===== config.mk =====
export PLATFORM = sky130hd
export DESIGN_NAME = dp_sched
export DESIGN_NICKNAME = d
export VERILOG_FILES = /design/src/rtl/dp_sched_pkg.sv /design/src/rtl/dp_bank_credit.sv /design/src/rtl/dp_sched.sv
export SDC_FILE = /design/constraint.sdc
export NUM_CORES = 1
export LEC_CHECK = 0
export CELL_PAD_IN_SITES_DETAIL_PLACEMENT = 1
export CELL_PAD_IN_SITES_GLOBAL_PLACEMENT = 1
export CORE_ASPECT_RATIO = 0.8
export CORE_MARGIN = 3
export CORE_UTILIZATION = 36
export CTS_CLUSTER_DIAMETER = 100
export DETAILED_ROUTE_END_ITERATION = 8
export PLACE_DENSITY = 0.8
export SYNTH_ARGS = -nofsm -noshare
export SYNTH_HDL_FRONTEND = slang
export SYNTH_SLANG_ARGS = --single-unit

===== constraint.sdc =====
create_clock -name clk -period 2.1 [get_ports clk]
set_input_delay 0.42 -clock clk [delete_from_list [all_inputs] [get_ports clk]]
set_output_delay 0.42 -clock clk [all_outputs]
set_load 0.05 [all_outputs]

===== src/rtl/dp_sched_pkg.sv =====
// dp_sched_pkg: shared definitions for the DP job sequencer.
// Holds the 3-bit FSM state encodings and the default DP array geometry.
package dp_sched_pkg;

  // Default DP array geometry shared with the systolic wrapper.
  localparam int DP_N        = 64;
  localparam int DP_LOG_N    = 6;
  localparam int DP_BP_W     = 2;
  localparam int DP_LEN_W    = 12;
  localparam int DP_PIPE_LAT = 4;

  typedef enum logic [2:0] {
    ST_IDLE     = 3'd0,
    ST_LOAD_S   = 3'd1,
    ST_STREAM_T = 3'd2,
    ST_DRAIN    = 3'd3,
    ST_DONE     = 3'd4
  } sched_state_t;

  // True in the states where the DP array is consuming or draining the reference.
  function automatic logic is_dp_active(input sched_state_t st);
    return (st == ST_STREAM_T) || (st == ST_DRAIN);
  endfunction

endpackage


===== src/rtl/dp_bank_credit.sv =====
// dp_bank_credit: two-bank credit counter for the DP result banks.
// A credit is consumed on each bank swap and returned on each falling edge
// of the traceback-busy flag; the count saturates at 0 and 2.
module dp_bank_credit (
  input  logic       clk,
  input  logic       reset_i,
  input  logic       i_consume,
  input  logic       i_tb_busy,
  output logic [1:0] o_credits
);

  logic       r_tb_busy_d;
  logic       w_release;
  logic [1:0] r_credits;

  assign w_release = r_tb_busy_d & ~i_tb_busy;
  assign o_credits = r_credits;

  // Registered copy of tb_busy for falling-edge detection.
  always_ff @(posedge clk) begin
    if (reset_i) begin
      r_tb_busy_d <= 1'b0;
    end else begin
      r_tb_busy_d <= i_tb_busy;
    end
  end

  // Saturating credit count; a simultaneous consume and release cancel out.
  always_ff @(posedge clk) begin
    if (reset_i) begin
      r_credits <= 2'd2;
    end else begin
      case ({i_consume, w_release})
        2'b10: begin
          if (r_credits != 2'd0) r_credits <= r_credits - 2'd1;
          else                   r_credits <= r_credits;
        end
        2'b01: begin
          if (r_credits < 2'd2) r_credits <= r_credits + 2'd1;
          else                  r_credits <= r_credits;
        end
        default: r_credits <= r_credits;
      endcase
    end
  end

endmodule


===== src/rtl/dp_sched.sv =====
// dp_sched: job sequencer in front of the two-bank DP systolic wrapper.
// Loads query bases, streams reference bases under busy back-pressure,
// drains the array and issues the new_seq bank swap, gated by bank credits.
// Build macro DP_SCHED_PERF_EN enables the perf_jobs / perf_stalls counters.
module dp_sched
  import dp_sched_pkg::*;
#(
  parameter int N        = DP_N,
  parameter int LOG_N    = DP_LOG_N,
  parameter int BP_W     = DP_BP_W,
  parameter int LEN_W    = DP_LEN_W,
  parameter int PIPE_LAT = DP_PIPE_LAT
) (
  input  logic             clk,
  input  logic             reset_i,
  input  logic             job_valid,
  output logic             job_ready,
  input  logic [LOG_N:0]   job_s_len,
  input  logic [LEN_W-1:0] job_t_len,
  input  logic             src_s_valid,
  input  logic [BP_W-1:0]  src_s_data,
  output logic             src_s_ready,
  input  logic             src_t_valid,
  input  logic [BP_W-1:0]  src_t_data,
  output logic             src_t_ready,
  output logic [BP_W-1:0]  S,
  output logic [BP_W-1:0]  T,
  output logic             s_update,
  output logic             valid,
  output logic             new_seq,
  output logic             ack,
  output logic [LOG_N-1:0] PE_end,
  input  logic             busy,
  input  logic             tb_busy,
  output logic             done,
  output logic [1:0]       credits,
  output logic [15:0]      perf_jobs,
  output logic [15:0]      perf_stalls
);

  sched_state_t     r_state;
  sched_state_t     w_next_state;
  logic [LOG_N:0]   w_s_len;
  logic [LOG_N:0]   r_s_len;
  logic [LOG_N:0]   r_s_cnt;
  logic [LEN_W-1:0] r_t_cnt;
  logic [LEN_W-1:0] r_drain_cnt;
  logic [LEN_W-1:0] w_drain_load;
  logic             w_accept;
  logic             w_s_beat;
  logic             w_t_beat;
  logic             w_zero_job;
  logic             w_drain_en;
  logic             w_credit_ok;
  logic             r_new_seq;

  // Query lengths beyond the array size are clamped so PE_end stays in range.
  assign w_s_len      = (job_s_len > (LOG_N+1)'(N)) ? (LOG_N+1)'(N) : job_s_len;
  assign w_zero_job   = (w_s_len == (LOG_N+1)'(0)) || (job_t_len == LEN_W'(0));
  assign w_drain_load = LEN_W'(r_s_len) + LEN_W'(PIPE_LAT);
  assign w_drain_en   = (r_state == ST_DRAIN) && !busy;
  assign w_credit_ok  = (credits != 2'd0);
  assign new_seq      = r_new_seq;
  assign ack          = r_new_seq;

  // State register.
  always_ff @(posedge clk) begin
    if (reset_i) r_state <= ST_IDLE;
    else         r_state <= w_next_state;
  end

  // Next-state logic plus the combinational handshake readies.
  always_comb begin
    w_next_state = r_state;
    job_ready    = 1'b0;
    src_s_ready  = 1'b0;
    src_t_ready  = 1'b0;
    w_accept     = 1'b0;
    w_s_beat     = 1'b0;
    w_t_beat     = 1'b0;
    case (r_state)
      ST_IDLE: begin
        job_ready = w_credit_ok;
        if (job_valid && w_credit_ok) begin
          w_accept     = 1'b1;
          w_next_state = w_zero_job ? ST_DONE : ST_LOAD_S;
        end else begin
          w_next_state = ST_IDLE;
        end
      end
      ST_LOAD_S: begin
        src_s_ready = 1'b1;
        if (src_s_valid) begin
          w_s_beat     = 1'b1;
          w_next_state = (r_s_cnt == (LOG_N+1)'(1)) ? ST_STREAM_T : ST_LOAD_S;
        end else begin
          w_next_state = ST_LOAD_S;
        end
      end
      ST_STREAM_T: begin
        src_t_ready = !busy;
        if (src_t_valid && !busy) begin
          w_t_beat     = 1'b1;
          w_next_state = (r_t_cnt == LEN_W'(1)) ? ST_DRAIN : ST_STREAM_T;
        end else begin
          w_next_state = ST_STREAM_T;
        end
      end
      ST_DRAIN: begin
        if (r_drain_cnt == LEN_W'(0)) w_next_state = ST_DONE;
        else                          w_next_state = ST_DRAIN;
      end
      ST_DONE: w_next_state = ST_IDLE;
      default: w_next_state = ST_IDLE;
    endcase
  end

  // Job counters and the registered DP-facing strobes and data.
  // new_seq is raised on the last drain decrement so it coincides with a
  // drain count of zero; done follows one cycle after the DONE state.
  always_ff @(posedge clk) begin
    if (reset_i) begin
      r_s_len     <= (LOG_N+1)'(0);
      r_s_cnt     <= (LOG_N+1)'(0);
      r_t_cnt     <= LEN_W'(0);
      r_drain_cnt <= LEN_W'(0);
      r_new_seq   <= 1'b0;
      S           <= BP_W'(0);
      T           <= BP_W'(0);
      s_update    <= 1'b0;
      valid       <= 1'b0;
      done        <= 1'b0;
      PE_end      <= LOG_N'(0);
    end else begin
      s_update  <= w_s_beat;
      valid     <= w_t_beat;
      done      <= (r_state == ST_DONE);
      r_new_seq <= w_drain_en && (r_drain_cnt == LEN_W'(1));
      if (w_accept) begin
        r_s_len <= w_s_len;
        r_s_cnt <= w_s_len;
        r_t_cnt <= job_t_len;
        if (!w_zero_job) PE_end <= w_s_len[LOG_N-1:0] - LOG_N'(1);
        else             PE_end <= PE_end;
      end else if (w_s_beat) begin
        S       <= src_s_data;
        r_s_cnt <= r_s_cnt - (LOG_N+1)'(1);
      end else if (w_t_beat) begin
        T       <= src_t_data;
        r_t_cnt <= r_t_cnt - LEN_W'(1);
        if (r_t_cnt == LEN_W'(1)) r_drain_cnt <= w_drain_load;
        else                      r_drain_cnt <= r_drain_cnt;
      end else if (w_drain_en && (r_drain_cnt != LEN_W'(0))) begin
        r_drain_cnt <= r_drain_cnt - LEN_W'(1);
      end else begin
        r_drain_cnt <= r_drain_cnt;
      end
    end
  end

  dp_bank_credit u_bank_credit (
    .clk       (clk),
    .reset_i   (reset_i),
    .i_consume (r_new_seq),
    .i_tb_busy (tb_busy),
    .o_credits (credits)
  );

`ifdef DP_SCHED_PERF_EN
  logic [15:0] r_perf_jobs;
  logic [15:0] r_perf_stalls;

  // Wrap-around job and stall counters.
  always_ff @(posedge clk) begin
    if (reset_i) begin
      r_perf_jobs   <= 16'd0;
      r_perf_stalls <= 16'd0;
    end else begin
      if (done) r_perf_jobs <= r_perf_jobs + 16'd1;
      else      r_perf_jobs <= r_perf_jobs;
      if (is_dp_active(r_state) && busy) r_perf_stalls <= r_perf_stalls + 16'd1;
      else                               r_perf_stalls <= r_perf_stalls;
    end
  end

  assign perf_jobs   = r_perf_jobs;
  assign perf_stalls = r_perf_stalls;
`else
  assign perf_jobs   = 16'd0;
  assign perf_stalls = 16'd0;
`endif

endmodule


==> flow_summary_export.csv, run 1 <==
group,metric,value,unit
worst_hold_path,min-delay-path-class,"flop to flop",
timing,worst_pin_slew,0.585,ns
synthesis,synthMuxAreaShare,1.55,%
synthesis,synth-simple-area-share,28.3,%
layout,drive_gt1_share,20.9,%
floorplanning,die_y,92.8,µm
synthesis,postSynth.asyncResetShare,0,%
outcome,status,"completed",
route,dr_total_vias,3283,
setup_path,critPathArrivalTime,2.23,ns
timing,timing.final.crit_share,94.1,%
setup_path,end_kind,"flop",
clock_tree,cts_inserted_buffers,9,
timing,final.min_clock_period,1.98,ns
floorplanning,floorplan.die_area,0.0106,mm²
clock_tree,worst_setup_hold_path_clk_slew,0.05,ns
synthesis,synth_xor_xnor_area_share,3.87,%
setup_path,setup.worst_path.class,"flop to flop",
global_routing,wire_length_of_the_first_global_routing_pass,17.0,mm
timing,worst_slew_margin_rel,61.0,%
synthesis,synth_top_area_share,34.2,%
route,antenna_left,0,
power,sw_frac_of_total,30.1,%
synthesis,synthCells,417,
floorplanning,boundaryPins,82,
global_routing,grt_start_max_net_pins,33,
floorplanning,initial_utilization,37.2,%
synthesis,synth.most_common_cell,"sky130_fd_sc_hd__dfxtp_1",
timing,drv_slew,0,
global_routing,grt_usage,19.9,%
layout,area_added_between_synthesis_and_finish,35.8,%
clock_tree,root_buffer,"sky130_fd_sc_hd__clkbuf_16",
clock_tree,cts_buffer_depth,2,
layout,diodes,0,
setup_path,timing.critical_path.max_delay_family,"simple AND/OR/NAND/NOR gates",
synthesis,netlist.top_cell.by_area,"sky130_fd_sc_hd__dfxtp_1",
power,p_leak,0.00189,µW
timing,finalSetupViolCount,0,
job,timing.max_cap.violations,0,
synthesis,ys_top_cells_by_count,"sky130_fd_sc_hd__dfxtp_1, sky130_fd_sc_hd__nor2_1, sky130_fd_sc_hd__a21oi_1",
route,detail_route.first_pass.iterations,4,
global_routing,gr-total-overflow,0,
power,seqPwrFrac,35.8,%
timing,max_freq,506,MHz
timing,report.final.hold_viol_count,0,
clock_tree,cts_sinks,58,
setup_path,timing.critical_path.required,2.35,ns
global_routing,first_global_vias,3399,
clock_tree,ctsHoldBuffers,0,
synthesis,syn_area_per_cell,8.13,µm²
power,switchingPower,1030,µW
setup_path,critical_path_peak_fanout,6,
timing,worst_slack,0.125,ns
timing,fin_worst_hold_slack,0.453,ns
route,detail_route.iter0.violations,153,
synthesis,synth-seq-area-share,34.2,%
placed_design,port_buffers,49,
setup_path,path_cells,"or3_1, nor4_4, nand4_4, a221o_2, o22ai_1",
synthesis,adder_cell_area_share_of_the_yosys_netlist,3.32,%
route,wirelength,10.3,mm
setup_path,max_stage_delay,0.45,ns
setup_path,worstPathBufferInverterCount,0,
power,vdd_drop_max,0.390,mV
floorplanning,die_width,115,µm
synthesis,postSynthRegisterBits,58,
route,drc,0,
synthesis,synthDistinctLibCells,66,
placed_design,place.gp.congestion,0.849,
synthesis,synth_ff_type,"sky130_fd_sc_hd__dfxtp_1",
placed_design,dpl_worst_slack,-0.352,ns
floorplanning,row_count,31,
synthesis,yosys_warnings,0,
synthesis,synth_enable_flop_cells,0,
route,avgViaCountPerCell,5.28,
synthesis,synth_compound_area_share,16.9,%
global_routing,antenna_found_initial,0,
clock_tree,htree_num_levels,3,
synthesis,combinational_family_with_the_most_area_after_synthesis,"simple AND/OR/NAND/NOR gates",
placed_design,dp_hpwl,7.47,mm
floorplanning,core,0.00911,mm²
setup_path,crit_path_top_delay_cell,"sky130_fd_sc_hd__or3_1",
layout,design.final.nets,542,
power,power_report.internal_total,2390,µW
timing,fin_worst_skew,0.00473,ns
power,comb_power_share,22.1,%
layout,final_core_util,50.5,%
power,power_density,742,mW/mm²
synthesis,netlist_area,0.00339,mm²
route,routedWlPerCell,16.6,µm
clock_tree,tritoncts_clock_tree,"yes",
setup_path,worst_setup_path_start_kind,"flop",
clock_tree,clock_network_latency_to_the_later_pin_of_the_worst_skew_pair,0.33,ns
synthesis,synth.top_cells.by_area,"sky130_fd_sc_hd__dfxtp_1, sky130_fd_sc_hd__buf_4, sky130_fd_sc_hd__a21oi_1",
power,clkPwrFrac,42.1,%
## registers in the layout, summed over array words and instances, names as in the netlist
| name | count |
|---|---|
| T | 2 |
| valid | 1 |
| r_s_len | 7 |
| S | 2 |
| PE_end | 6 |
| u_bank_credit.r_tb_busy_d | 1 |
| s_update | 1 |
| ack | 1 |
| r_drain_cnt | 12 |
| u_bank_credit.o_credits | 2 |
| done | 1 |
| r_state | 3 |
| r_t_cnt | 12 |
| r_s_cnt | 7 |
## per-layer routing
metal,up-vias,track usage (%),share of wire [%]
met1,1604,25.7,46
met2,83,33.2,48
li1,1583,-,-
met4,0,5.04,1.4
met3,13,4.70,5.0
met5,-,0,0
## per-stage QoR
step	power (µW)	std cells	TNS, ns	area (µm²)
floorplan	1750	448	-1.18	3590
global placement	1960	606	-4.15	4300
detailed placement	1980	606	-4.85	4300
CTS	3440	621	0	4580
global route	3550	622	-0.00202	4600
finish	3420	622	0	4600
## worst paths after layout
kind	startpoint	endpoint	slack (ns)	cells past startpoint
max	r_t_cnt[6]	r_drain_cnt[5]	0.12	5
min	PE_end[1]	PE_end[1]	0.45	2
max reg2reg	r_t_cnt[6]	r_drain_cnt[5]	0.12	5
min reg2reg	PE_end[1]	PE_end[1]	0.45	2
## area by class of cell
class	instances	area [µm²]
Clock buffer	12	246
Clock inverter	3	40.0
Fill cell	1067	4510
Inverter	11	41.3
Multi-Input combinational cell	326	2050
Sequential cell	58	1160
Tap cell	115	144
Timing Repair Buffer	97	916
## cell families (layout without fill, tap and decap cells)
logic type	after synthesis	after routing
AOI/OAI and AO/OA	88	88
DFF	58	58
xor gates and xnor gates	15	15
buffers and inverters	64	123
other	1	32
adders and majority gates	9	9
muxes	5	5
and+or+nand+nor	177	177
## cell usage in the layout, fill, tap and decap left out, types with 3 or more instances in the layout
cell                               n
sky130_fd_sc_hd__nor2b_1           4
sky130_fd_sc_hd__dfxtp_1          58
sky130_fd_sc_hd__nand2_1          36
sky130_fd_sc_hd__a211oi_1          3
sky130_fd_sc_hd__o21ai_0           5
sky130_fd_sc_hd__or2_2             3
sky130_fd_sc_hd__nand2b_1          7
sky130_fd_sc_hd__clkdlybuf4s50_1  40
sky130_fd_sc_hd__a22oi_2           3
sky130_fd_sc_hd__or3_1             6
sky130_fd_sc_hd__nor3_1           11
sky130_fd_sc_hd__clkbuf_16         9
sky130_fd_sc_hd__nor4_1           11
sky130_fd_sc_hd__mux2i_1           3
sky130_fd_sc_hd__dlymetal6s2s_1    3
sky130_fd_sc_hd__a21oi_1          37
sky130_fd_sc_hd__xnor2_1          12
sky130_fd_sc_hd__a2bb2oi_1         3
sky130_fd_sc_hd__nand4_1           3
sky130_fd_sc_hd__nand3_1          16
sky130_fd_sc_hd__nor2_1           49
sky130_fd_sc_hd__ha_1              9
sky130_fd_sc_hd__o22ai_1           4
sky130_fd_sc_hd__a221oi_2          3
sky130_fd_sc_hd__buf_4            47
sky130_fd_sc_hd__inv_1            11
sky130_fd_sc_hd__a31oi_1           7
sky130_fd_sc_hd__xor2_1            3
sky130_fd_sc_hd__buf_12            6
sky130_fd_sc_hd__conb_1           32
## power groups by stage
stage | combinational (µW) | sequential (µW) | clock, µW
after global placement | 725 | 1240 | 0
after floorplan | 476 | 1280 | 0
after CTS | 753 | 1220 | 1460
final | 753 | 1220 | 1440
after detailed placement | 742 | 1240 | 0
after global routing | 811 | 1230 | 1510
## worst reg2reg max path, stage by stage (launching register included)
cell                      delay (ns)
sky130_fd_sc_hd__dfxtp_1        0.37
sky130_fd_sc_hd__or3_1          0.45
sky130_fd_sc_hd__nor4_4         0.34
sky130_fd_sc_hd__nand4_4        0.21
sky130_fd_sc_hd__a221o_2        0.39
sky130_fd_sc_hd__o22ai_1        0.14
## what timing repair did
item | CTS | global route
pin swaps | 1 | 1
buffers inserted | 0 | 1
gates resized for setup | 0 | 4
endpoints found under the setup margin | 2 | 8
No activity file was read; power rests on OpenSTA's default activity.
==> run 2: changes to the inputs <==
Settings changed: SETUP_SLACK_MARGIN set to 0.3.
Clock period 2.1 ns to 2.14 ns, I/O delays scaled along.
==> run 2 against run 1 <==
Clock power down 5%; wire length up 21%; register-to-register slack better by 0.05 ns; setup slack better by 0.048 ns; largest cell class unchanged; clock skew up 0.0032 ns; via count up 6.9%; fmax up 0.42%; cell count up 4.0%; worst hold slack about the same; critical path type unchanged; highest routed layer unchanged; global-route usage up 2.2 points.
==> flow_summary_export.csv, run 2 (synthesis gave the netlist of run 1 again) <==
group,metric,value,unit
clock_tree,clock_network_latency_to_the_later_pin_of_the_worst_skew_pair,0.33,ns
route,wirelength,12.5,mm
clock_tree,tritoncts_clock_tree,"yes",
layout,design.final.nets,566,
timing,worst_slew_margin_rel,43.7,%
layout,diodes,0,
setup_path,end_kind,"flop",
timing,unrepaired_setup_endpoints_after_global_routing,"true",
setup_path,timing.critical_path.required,2.31,ns
route,detail_route.iter0.violations,171,
setup_path,setup.worst_path.class,"flop to flop",
layout,area_added_between_synthesis_and_finish,46.8,%
clock_tree,root_buffer,"sky130_fd_sc_hd__clkbuf_16",
global_routing,wire_length_of_the_first_global_routing_pass,18.6,mm
worst_hold_path,hp-start,"PE_end[3]",
clock_tree,cts_buffer_depth,2,
setup_path,crit-reg2reg-capture,"r_t_cnt[9]",
layout,drive_gt1_share,31.8,%
setup_path,worst_setup_path_start_kind,"flop",
global_routing,grt_usage,22.1,%
timing,worst_pin_slew,0.844,ns
timing,timing.final.crit_share,91.9,%
global_routing,antenna_found_initial,0,
timing,max_freq,508,MHz
setup_path,critical_path_peak_fanout,5,
power,p_leak,0.00210,µW
clock_tree,htree_num_levels,3,
setup_path,reg2reg_from,"r_state[0]",
timing,final.min_clock_period,1.97,ns
layout,mostFrequentLayoutCells,"sky130_fd_sc_hd__buf_4, sky130_fd_sc_hd__nor2_1, sky130_fd_sc_hd__dfxtp_1",
job,timing.max_cap.violations,0,
global_routing,first_global_vias,3605,
floorplanning,die_width,115,µm
timing,report.final.hold_viol_count,0,
timing,finalSetupViolCount,0,
floorplanning,boundaryPins,82,
global_routing,grt_start_max_net_pins,41,
placed_design,dp_hpwl,8.11,mm
setup_path,setup.worst_path.end,"r_t_cnt[9]",
power,fin_total_pwr,3420,µW
floorplanning,floorplan.die_area,0.0106,mm²
floorplanning,initial_utilization,37.2,%
route,drc,0,
setup_path,ff2ff_setup_slack,0.17,ns
layout,largest_registers,"r_drain_cnt (12), r_t_cnt (12)",
floorplanning,row_count,31,
route,detail_route.first_pass.iterations,4,
floorplanning,core,0.00911,mm²
route,avgViaCountPerCell,5.43,
worst_hold_path,min-delay-path-class,"flop to flop",
timing,drv_slew,0,
setup_path,cp_launch_point,"r_state[0]",
power,vdd_drop_max,0.441,mV
placed_design,port_buffers,49,
layout,final_core_util,54.6,%
outcome,status,"completed",
route,routedWlPerCell,19.4,µm
clock_tree,ctsHoldBuffers,0,
global_routing,gr-total-overflow,0,
clock_tree,cts_inserted_buffers,9,
placed_design,place.gp.congestion,0.816,
power,power_density,688,mW/mm²
floorplanning,die_y,92.8,µm
setup_path,critPathArrivalTime,2.13,ns
setup_path,worst-r2r-cell-count,7,
clock_tree,worst_setup_hold_path_clk_slew,0.05,ns
layout,layout_commonest_cell,"sky130_fd_sc_hd__buf_4",
clock_tree,cts_sinks,58,
timing,fin_worst_skew,0.00791,ns
route,dr_total_vias,3511,
route,antenna_left,0,
-- run 2: metrics by stage --
stage	hold slack [ns]	setup WS [ns]	setup TNS (ns)	std cells	instance area, µm²
2_1_floorplan	0.446	-0.177	-1.04	448	3620
3_3_place_gp	0.442	-0.256	-3.27	612	4330
3_5_place_dp	0.452	-0.322	-5.01	612	4330
4_1_cts	0.457	0.258	0	635	4770
5_1_grt	0.491	0.130	0	647	4980
6_report	0.453	0.173	0	647	4980
-- run 2: how the worst min path moves through the flow --
stage | endpoint | slack [ns] | depth (start not counted)
3_3_place_gp | T[1] | 0.44 | 2
4_1_cts | PE_end[3] | 0.46 | 2
2_1_floorplan | r_t_cnt[3] | 0.45 | 1
6_report | PE_end[3] | 0.45 | 2
5_1_grt | r_drain_cnt[1] | 0.49 | 2
3_5_place_dp | PE_end[3] | 0.45 | 2
-- run 2: layer usage --
layer / up-vias / share of wire (%) / GRT usage (%)
li1: 1644 / - / -
met1: 1726 / 43 / 28.1
met5: - / 0 / 0
met2: 118 / 50 / 36.7
met4: 0 / 1.7 / 5.44
met3: 23 / 5.6 / 6.47
-- run 2: what timing repair did --
action / in CTS / in global routing
buffers inserted: 6 / 11
gates resized for setup: 52 / 25
cloned: 1 / 1
endpoints found under the setup margin: 46 / 28
pin swaps: 16 / 12
-- run 2: cell type report --
cell class	instances	area, µm²
Fill cell	1085	4140
Multi-Input combinational cell	327	2240
Sequential cell	58	1180
Timing Repair Buffer	120	1090
Clock buffer	14	274
Tap cell	115	144
Inverter	11	41.3
Clock inverter	2	10.0
-- run 2: critical path: stages, from the launching register on --
cell and delay [ns]:
sky130_fd_sc_hd__dfxtp_2 0.36, sky130_fd_sc_hd__nor4b_4 0.32, sky130_fd_sc_hd__buf_4 0.20, sky130_fd_sc_hd__nand4_1 0.13, sky130_fd_sc_hd__or2_1 0.28, sky130_fd_sc_hd__buf_4 0.16
sky130_fd_sc_hd__o211ai_1 0.21, sky130_fd_sc_hd__a21oi_1 0.13
-- run 2: power breakdown --
part           internal, µW  switching (µW)  leakage [µW]
clock network           874             498      0.000143
registers              1140            68.0      0.000478
logic                   330             513       0.00148
total                  2340            1080       0.00210
